### src/rtl/mem_dump_reader_if.sv
// Memory read port and word stream shared by mem_dump_reader and its neighbours.
// master = the dumper, slave = the mainMem/sink side.
interface mem_dump_reader_if #(
  parameter int ADDR_W = 32
);
  logic [ADDR_W-1:0] mem_addr;
  logic              mem_enable;
  logic              mem_wren;
  logic [1:0]        mem_acc_size;
  logic              mem_busy;
  logic [31:0]       mem_data_out;
  logic              out_valid;
  logic              out_ready;
  logic [31:0]       out_data;
  logic [ADDR_W-1:0] out_addr;
  logic              out_last;

  modport master (
    output mem_addr, mem_enable, mem_wren, mem_acc_size,
    input  mem_busy, mem_data_out,
    output out_valid, out_data, out_addr, out_last,
    input  out_ready
  );

  modport slave (
    input  mem_addr, mem_enable, mem_wren, mem_acc_size,
    output mem_busy, mem_data_out,
    input  out_valid, out_data, out_addr, out_last,
    output out_ready
  );
endinterface

### src/rtl/mem_dump_reader.sv
// Walks a word range of mainMem and streams each word out with its address.
// Optional running checksum output enabled by defining MEM_DUMP_CHECKSUM_EN.
module mem_dump_reader #(
  parameter int ADDR_W = 32,
  parameter int CNT_W  = 16,
  parameter int RD_LAT = 1
) (
  input  logic              clock,
  input  logic              reset_n,
  input  logic              start,
  input  logic [ADDR_W-1:0] base_addr,
  input  logic [CNT_W-1:0]  word_count,
  output logic              busy,
  output logic              done,
  output logic              error,
`ifdef MEM_DUMP_CHECKSUM_EN
  output logic [31:0]       checksum,
`endif
  mem_dump_reader_if.master bus
);

  typedef enum logic [2:0] {
    ST_IDLE,
    ST_REQ,
    ST_WAIT,
    ST_OUT,
    ST_DONE
  } state_t;

  localparam logic [2:0] RD_LAT_C = 3'(RD_LAT);

  state_t            state;
  state_t            state_next;
  logic [ADDR_W-1:0] cur_addr;
  logic [CNT_W-1:0]  remaining;
  logic [2:0]        lat_cnt;
  logic              out_valid_q;
  logic [31:0]       out_data_q;
  logic [ADDR_W-1:0] out_addr_q;
  logic              out_last_q;
  logic              error_q;
  logic              start_bad;
`ifdef MEM_DUMP_CHECKSUM_EN
  logic [31:0]       checksum_q;
`endif

  // An empty or misaligned request skips straight to DONE without touching memory.
  assign start_bad = (word_count == '0) || (base_addr[1:0] != 2'b00);

  always_ff @(posedge clock or negedge reset_n) begin
    if (!reset_n) state <= ST_IDLE;
    else          state <= state_next;
  end

  always_comb begin
    state_next = state;
    case (state)
      ST_IDLE: if (start) state_next = start_bad ? ST_DONE : ST_REQ;
      ST_REQ:  if (!bus.mem_busy) state_next = ST_WAIT;
      ST_WAIT: if (lat_cnt == 3'd1) state_next = ST_OUT;
      ST_OUT:  if (bus.out_ready) state_next = (remaining == CNT_W'(1)) ? ST_DONE : ST_REQ;
      ST_DONE: state_next = ST_IDLE;
      default: state_next = ST_IDLE;
    endcase
  end

  // Datapath: one read in flight at a time, output word held until handshake.
  always_ff @(posedge clock or negedge reset_n) begin
    if (!reset_n) begin
      cur_addr    <= '0;
      remaining   <= '0;
      lat_cnt     <= '0;
      out_valid_q <= 1'b0;
      out_data_q  <= '0;
      out_addr_q  <= '0;
      out_last_q  <= 1'b0;
      error_q     <= 1'b0;
`ifdef MEM_DUMP_CHECKSUM_EN
      checksum_q  <= '0;
`endif
    end else begin
      case (state)
        ST_IDLE: begin
          if (start) begin
            error_q <= (word_count != '0) && (base_addr[1:0] != 2'b00);
`ifdef MEM_DUMP_CHECKSUM_EN
            checksum_q <= '0;
`endif
            if (!start_bad) begin
              cur_addr  <= base_addr;
              remaining <= word_count;
            end
          end
        end
        ST_REQ: begin
          if (!bus.mem_busy) lat_cnt <= RD_LAT_C;
        end
        ST_WAIT: begin
          lat_cnt <= lat_cnt - 3'd1;
          if (lat_cnt == 3'd1) begin
            out_data_q  <= bus.mem_data_out;
            out_addr_q  <= cur_addr;
            out_valid_q <= 1'b1;
            out_last_q  <= (remaining == CNT_W'(1));
          end
        end
        ST_OUT: begin
          if (bus.out_ready) begin
            cur_addr    <= cur_addr + ADDR_W'(4);
            remaining   <= remaining - CNT_W'(1);
            out_valid_q <= 1'b0;
            out_last_q  <= 1'b0;
`ifdef MEM_DUMP_CHECKSUM_EN
            checksum_q  <= {checksum_q[30:0], checksum_q[31]} ^ out_data_q;
`endif
          end
        end
        default: ;
      endcase
    end
  end

  assign busy  = (state != ST_IDLE);
  assign done  = (state == ST_DONE);
  assign error = error_q;

  assign bus.mem_enable   = (state == ST_REQ);
  assign bus.mem_addr     = (state == ST_REQ) ? cur_addr : '0;
  assign bus.mem_wren     = 1'b0;
  assign bus.mem_acc_size = 2'b00;
  assign bus.out_valid    = out_valid_q;
  assign bus.out_data     = out_data_q;
  assign bus.out_addr     = out_addr_q;
  assign bus.out_last     = out_last_q;

`ifdef MEM_DUMP_CHECKSUM_EN
  assign checksum = checksum_q;
`endif

endmodule

### src/flat_wrapper.sv
// flat-port wrapper written by rule: the top's interface ports become plain ports
module mem_dump_reader_flat 
#(
  parameter int ADDR_W = 32,
  parameter int CNT_W  = 16,
  parameter int RD_LAT = 1
)
  (clock, reset_n, start, base_addr, word_count, busy, done, error, bus_mem_addr, bus_mem_enable, bus_mem_wren, bus_mem_acc_size, bus_mem_busy, bus_mem_data_out, bus_out_valid, bus_out_data, bus_out_addr, bus_out_last, bus_out_ready);
  mem_dump_reader_if #(.ADDR_W(ADDR_W)) bus_i ();
  input  logic clock;
  input  logic reset_n;
  input  logic start;
  input  logic [ADDR_W-1:0] base_addr;
  input  logic [CNT_W-1:0] word_count;
  output logic busy;
  output logic done;
  output logic error;
  output wire logic [$bits(bus_i.mem_addr)-1:0] bus_mem_addr;
  output wire logic [$bits(bus_i.mem_enable)-1:0] bus_mem_enable;
  output wire logic [$bits(bus_i.mem_wren)-1:0] bus_mem_wren;
  output wire logic [$bits(bus_i.mem_acc_size)-1:0] bus_mem_acc_size;
  input wire logic [$bits(bus_i.mem_busy)-1:0] bus_mem_busy;
  input wire logic [$bits(bus_i.mem_data_out)-1:0] bus_mem_data_out;
  output wire logic [$bits(bus_i.out_valid)-1:0] bus_out_valid;
  output wire logic [$bits(bus_i.out_data)-1:0] bus_out_data;
  output wire logic [$bits(bus_i.out_addr)-1:0] bus_out_addr;
  output wire logic [$bits(bus_i.out_last)-1:0] bus_out_last;
  input wire logic [$bits(bus_i.out_ready)-1:0] bus_out_ready;
  assign bus_mem_addr = bus_i.mem_addr;
  assign bus_mem_enable = bus_i.mem_enable;
  assign bus_mem_wren = bus_i.mem_wren;
  assign bus_mem_acc_size = bus_i.mem_acc_size;
  assign bus_i.mem_busy = bus_mem_busy;
  assign bus_i.mem_data_out = bus_mem_data_out;
  assign bus_out_valid = bus_i.out_valid;
  assign bus_out_data = bus_i.out_data;
  assign bus_out_addr = bus_i.out_addr;
  assign bus_out_last = bus_i.out_last;
  assign bus_i.out_ready = bus_out_ready;
  mem_dump_reader #(.ADDR_W(ADDR_W), .CNT_W(CNT_W), .RD_LAT(RD_LAT)) u_core (.clock(clock), .reset_n(reset_n), .start(start), .base_addr(base_addr), .word_count(word_count), .busy(busy), .done(done), .error(error), .bus(bus_i));
endmodule
### config.mk
export PLATFORM = sky130hd
export DESIGN_NAME = mem_dump_reader_flat
export DESIGN_NICKNAME = d
export VERILOG_FILES = /design/src/rtl/mem_dump_reader_if.sv /design/src/rtl/mem_dump_reader.sv /design/src/flat_wrapper.sv
export SDC_FILE = /design/constraint.sdc
export NUM_CORES = 1
export LEC_CHECK = 0
export BUFFER_PORTS_ARGS = -buffer_cell sky130_fd_sc_hd__buf_2
export CORE_MARGIN = 5
export CORE_UTILIZATION = 55
export DETAILED_ROUTE_END_ITERATION = 10
export GPL_ROUTABILITY_DRIVEN = 0
export PLACE_DENSITY = 0.87
export SYNTH_ARGS = -nofsm -noshare
export SYNTH_HDL_FRONTEND = slang
export SYNTH_SLANG_ARGS = --single-unit
### constraint.sdc
create_clock -name clock -period 3.55 [get_ports clock]
set_input_delay 0.5325 -clock clock [delete_from_list [all_inputs] [get_ports clock]]
set_output_delay 0.5325 -clock clock [all_outputs]
set_load 0.02 [all_outputs]
**Word level (Yosys, flattened, before mapping)**

Cells that the tools add are included.
W data, S select, Z words.

- Flip-flop bits (word level): 121
- Word-level logic and storage cells: 62

- Reduce and logical (&&, ||, !) cells: 16
- Muxes and demuxes: 23
- Eq/ne operators: 11
- $add $sub $neg: 3

Operators with widths:

| operator | count |
|---|---|
| $mux W32 | 4 |
| $pmux W32 S2 | 1 |
| $mux W16 | 3 |
| $add A32 B3 Y32 const B | 1 |
| $pmux W16 S2 | 1 |
| $mux W3 | 7 |
| $eq A16 B1 Y1 const B | 1 |
| $logic_not A16 Y1 | 1 |
| $reduce_bool A16 Y1 | 1 |
| $sub A16 B1 Y16 const B | 1 |
| $pmux W3 S4 | 1 |
| $ne A2 B2 Y1 const B | 4 |
| $reduce_and A4 Y1 | 2 |
| $reduce_bool A2 Y1 | 4 |
| $eq A3 B1 Y1 const B | 2 |
| $eq A3 B2 Y1 const B | 2 |
| $pmux W3 S2 | 1 |
| $reduce_and A2 Y1 | 3 |
| $pmux W1 S2 | 2 |
| $eq A3 B3 Y1 const B | 1 |
| $logic_not A3 Y1 | 1 |
| $mux W1 | 3 |
| $reduce_and A3 Y1 | 1 |
| $reduce_bool A3 Y1 | 1 |
| other kinds (4) | 4 |

**Longest topological paths before layout**

- Word-level depth: 5
- Gate-level depth with buffers: 8

**Worst setup path after synthesis**

No wires, ideal clock.

- Kind: flip-flop to output port
- Start: register u_core.state[1]
- End: output port bus_mem_addr[21]
- Setup slack: 1.485 ns
- Cell stages (with the launch flop): 6
- Data required time: 3.017 ns
- Arrival time: 1.533 ns
- Cells stage by stage: dfrtp_1 > buf_4 > clkbuf_1 > nor2_1 > clkbuf_1 > and2_1

- Longest elaborated chain between the ends: 2

RTL lines:

| item | RTL line | source |
|---|---|---|
| start: declaration | mem_dump_reader.sv:32 | `state_t state;` |
| start signal: assignment | mem_dump_reader.sv:52 | `else state <= state_next;` |
| $eq A3 B1 Y1 | -- |  |
| via bus_mem_enable | flat_wrapper.sv:19 | `output wire logic [$bits(bus_i.mem_enable)-1:0] bus_mem_enable;` |
| $mux W32 | mem_dump_reader.sv:128 | `assign bus.mem_addr = (state == ST_REQ) ? cur_addr : '0;` |
| end: declaration | flat_wrapper.sv:18 | `output wire logic [$bits(bus_i.mem_addr)-1:0] bus_mem_addr;` |

The timed path passes the listed nets, and every way through them passes these cells.

**Worst setup path in the final report**

- Start: register u_core.state[0]
- End: output port bus_mem_addr[25]

- Longest elaborated chain between the ends: 2

RTL lines:

| item | RTL line |
|---|---|
| $eq A3 B1 Y1 | mem_dump_reader.sv:128 |
| $mux W32 | mem_dump_reader.sv:128 |

Every way passes these cells.

==> summary.md <==
| Metric | Value |
|---|---|
| Status | completed |
| Gate Count Post-Synth | 612 |
| Seq/Total Area, Yosys | 46.7% |
| Clk_lat worst skew | 0.41 ns |
| Post-DP HPWL | 12.8 mm |
| CP required | 3.02 ns |
| Pwr Total | 0.00792 W |
| Unrepaired setup endpoints after global routing | false |
| Largest net degree at the start of global routing | 63 |
| Setup Buffers After CTS | 0 |
| Top cells by area, synth | dfrtp_1 47%, mux2_2 11%, a2bb2oi_1 3.5% |
| CTS Buf Count | 17 |
| DRC Markers | 0 |
| Port buffer count | 186 |
| Setup crit start kind | flop |
| Vias/cell | 6.09 |
| Yosys Warn Count | 0 |
| Pwr per Cell Area | 997 mW/mm2 |
| Fin. Hold Viols | 0 |
| Max_cap viols | 0 |
| CTS H-tree depth | 4 |
| Reg2Reg Launch Point | u_core.state[1] |
| Core ar. | 0.0115 mm2 |
| WL/cell | 19.0 um |
| Slew HR | 44.4% |
| Synth-to-Final Area Change | 22.5% |
| Nets | 869 |
| Drt initial violations | 493 |
| Leak Pwr | 3.63 nW |
| Global Route Usage Sum | 25.3% |
| WP data arrival | 2.39 ns |
| Synthesized area per cell | 10.6 um2 |
| Tcrit/Tclk final | 82.4% |
| Vias in the first global route | 5705 |
| Cell Rows | 39 |
| Reg2Reg Depth | 6 |
| Final setup violation count | 0 |
| Initial Util | 56.6% |
| Antenna diodes | 0 |
| Longest Clk Path Bufs | 2 |
| Fmax | 342 MHz |
| Die width | 119 um |
| Synth async-reset ratio | 100% |
| Yosys top cell area share | 46.7% |
| DR pass1 iterations | 5 |
| HP Class | primary input to async pin |
| Final wirelength | 17.7 mm |
| Number of vias after detailed routing | 5667 |
| Min cycle time layout | 2.92 ns |
| Grt ovf | 0 |
| Commonest non-fill, non-tap cell in the layout | buf_2 |
| # IOs | 190 |
| Commonest non-fill, non-tap cells in the layout | 185 x buf_2, 121 x dfrtp_1, 63 x mux2_2 |
| Peak supply drop | 610 uV |
| First-pass GRT wire length | 29.0 mm |
| Share of post-route cells with drive strength above 1 | 42.4% |
| Yosys reg bits | 121 |
| Slew Limit Fails | 0 |
| Hold_buf cts | 0 |
| CTS tree | done |
| Post-synth EDFFs | 0 |
| Slew @ Worst Pin | 0.830 ns |
| Final antenna-violating net count | 0 |
| Clock Skews | 0.00647 ns |
| Die height | 119 um |
| CTS-repair resized insts | 0 |
| Clk pin slew, worst setup/hold paths | 0.05 ns |
| Die area | 0.0141 mm2 |
| Top cell type by total area after synthesis | dfrtp_1 |
| Setup_tns | 0 ns |
| Crit end category | output pin |
| Synth Flop Type | dfrtp_1 |
| WS Path Type | flop to output pin |
| Yosys cell types | 61 |
| Clock sinks | 121 |
| Crit Path Max Fanout | 20 |
| Worst hold slack | 0.195 ns |
| Critical Path Source | u_core.state[0] |
| Syn Std Cell Area | 0.00649 mm2 |
| CTS root buf | clkbuf_16 |
| Initial antenna violation count | 0 |
[Yosys cell counts (3+ instances only)]
master and n:
dfrtp_1 121, mux2_2 63, nor2_1 34, and2_1 33
o21ai_0 30, nand2_1 28, a2bb2oi_1 26, nand3_1 22
a21oi_1 21, a21oi_2 20, buf_2 20, o22ai_1 15
clkbuf_1 14, nand4_1 14, inv_1 12, and3_1 11
a31oi_1 10, nor4_1 9, a2bb2oi_2 8, buf_4 7
nor3_1 7, buf_6 6, a22oi_1 5, a22oi_2 5
ha_1 5, a41oi_1 4, nand2b_1 4, o2bb2ai_1 4
a311oi_1 3, buf_1 3, nor3_2 3, o31ai_1 3
or4_1 3
[worst max-delay path: stages (launching register included)]
cell and delay (ns):
dfrtp_1 0.64, nand2b_1 0.25, nor2_2 0.43, buf_4 0.33, and2_1 0.17, buf_2 0.17
[logic make-up after synthesis]
family	synth area share (%)
AOI/OAI and AO/OA	19.7
muxes	11.2
other	0.0578
DFF	46.7
buffers and inverters	5.07
and+or+nand+nor	16.3
adders and majority gates	0.964
[stage by stage]
step | area, um2 | util, % | instances | worst slack, ns
after CTS | 7950 | 69.3 | 931 | 0.594
final | 7950 | 69.3 | 931 | 0.626
after detailed placement | 7420 | 64.7 | 903 | 0.966
after floorplan | 6500 | - | 614 | 1.48
after global routing | 7950 | 69.3 | 931 | 0.462
after global placement | 7420 | 64.7 | 903 | 1.02
[registers in the layout, summed over array words and instances, names as in the netlist]
| name | count |
|---|---|
| u_core.remaining | 16 |
| u_core.bus.out_addr | 32 |
| u_core.state | 3 |
| u_core.bus.out_last | 1 |
| u_core.lat_cnt | 3 |
| u_core.bus.out_data | 32 |
| u_core.cur_addr | 32 |
| u_core.error | 1 |
| u_core.bus.out_valid | 1 |
[metal layers]
metal	vias to the layer above	global-route usage, %	wire length [um]
met5	-	0	0
met4	0	9.57	386
met3	39	7.21	1500
met2	291	40.6	8440
met1	2733	32.7	7340
li1	2604	-	-
[final cells by class]
cell class | count | area [um2]
Fill cell | 884 | 3520
Sequential cell | 121 | 3030
Tap cell | 143 | 179
Clock buffer | 24 | 482
Timing Repair Buffer | 196 | 1020
Multi-Input combinational cell | 431 | 3150
Clock inverter | 4 | 45.0
Inverter | 12 | 45.0
[path summary, 6_finish.rpt]
check	slack, ns	endpoint
max in group asynchronous	2.42	u_core.cur_addr[20]
hold / removal	0.20	u_core.bus.out_addr[9]
min in group clock	0.35	u_core.bus.out_data[23]
setup reg to reg	0.92	u_core.cur_addr[17]
setup / recovery	0.63	bus_mem_addr[25]
hold reg to reg	0.48	u_core.error
[where the power goes]
group          internal (W)  switching, W
Combinational       0.00157       0.00213
Sequential          0.00205      0.000627
Clock              0.000995      0.000555
Total               0.00461       0.00331
Note: power is estimated with default switching activity, not from simulation.
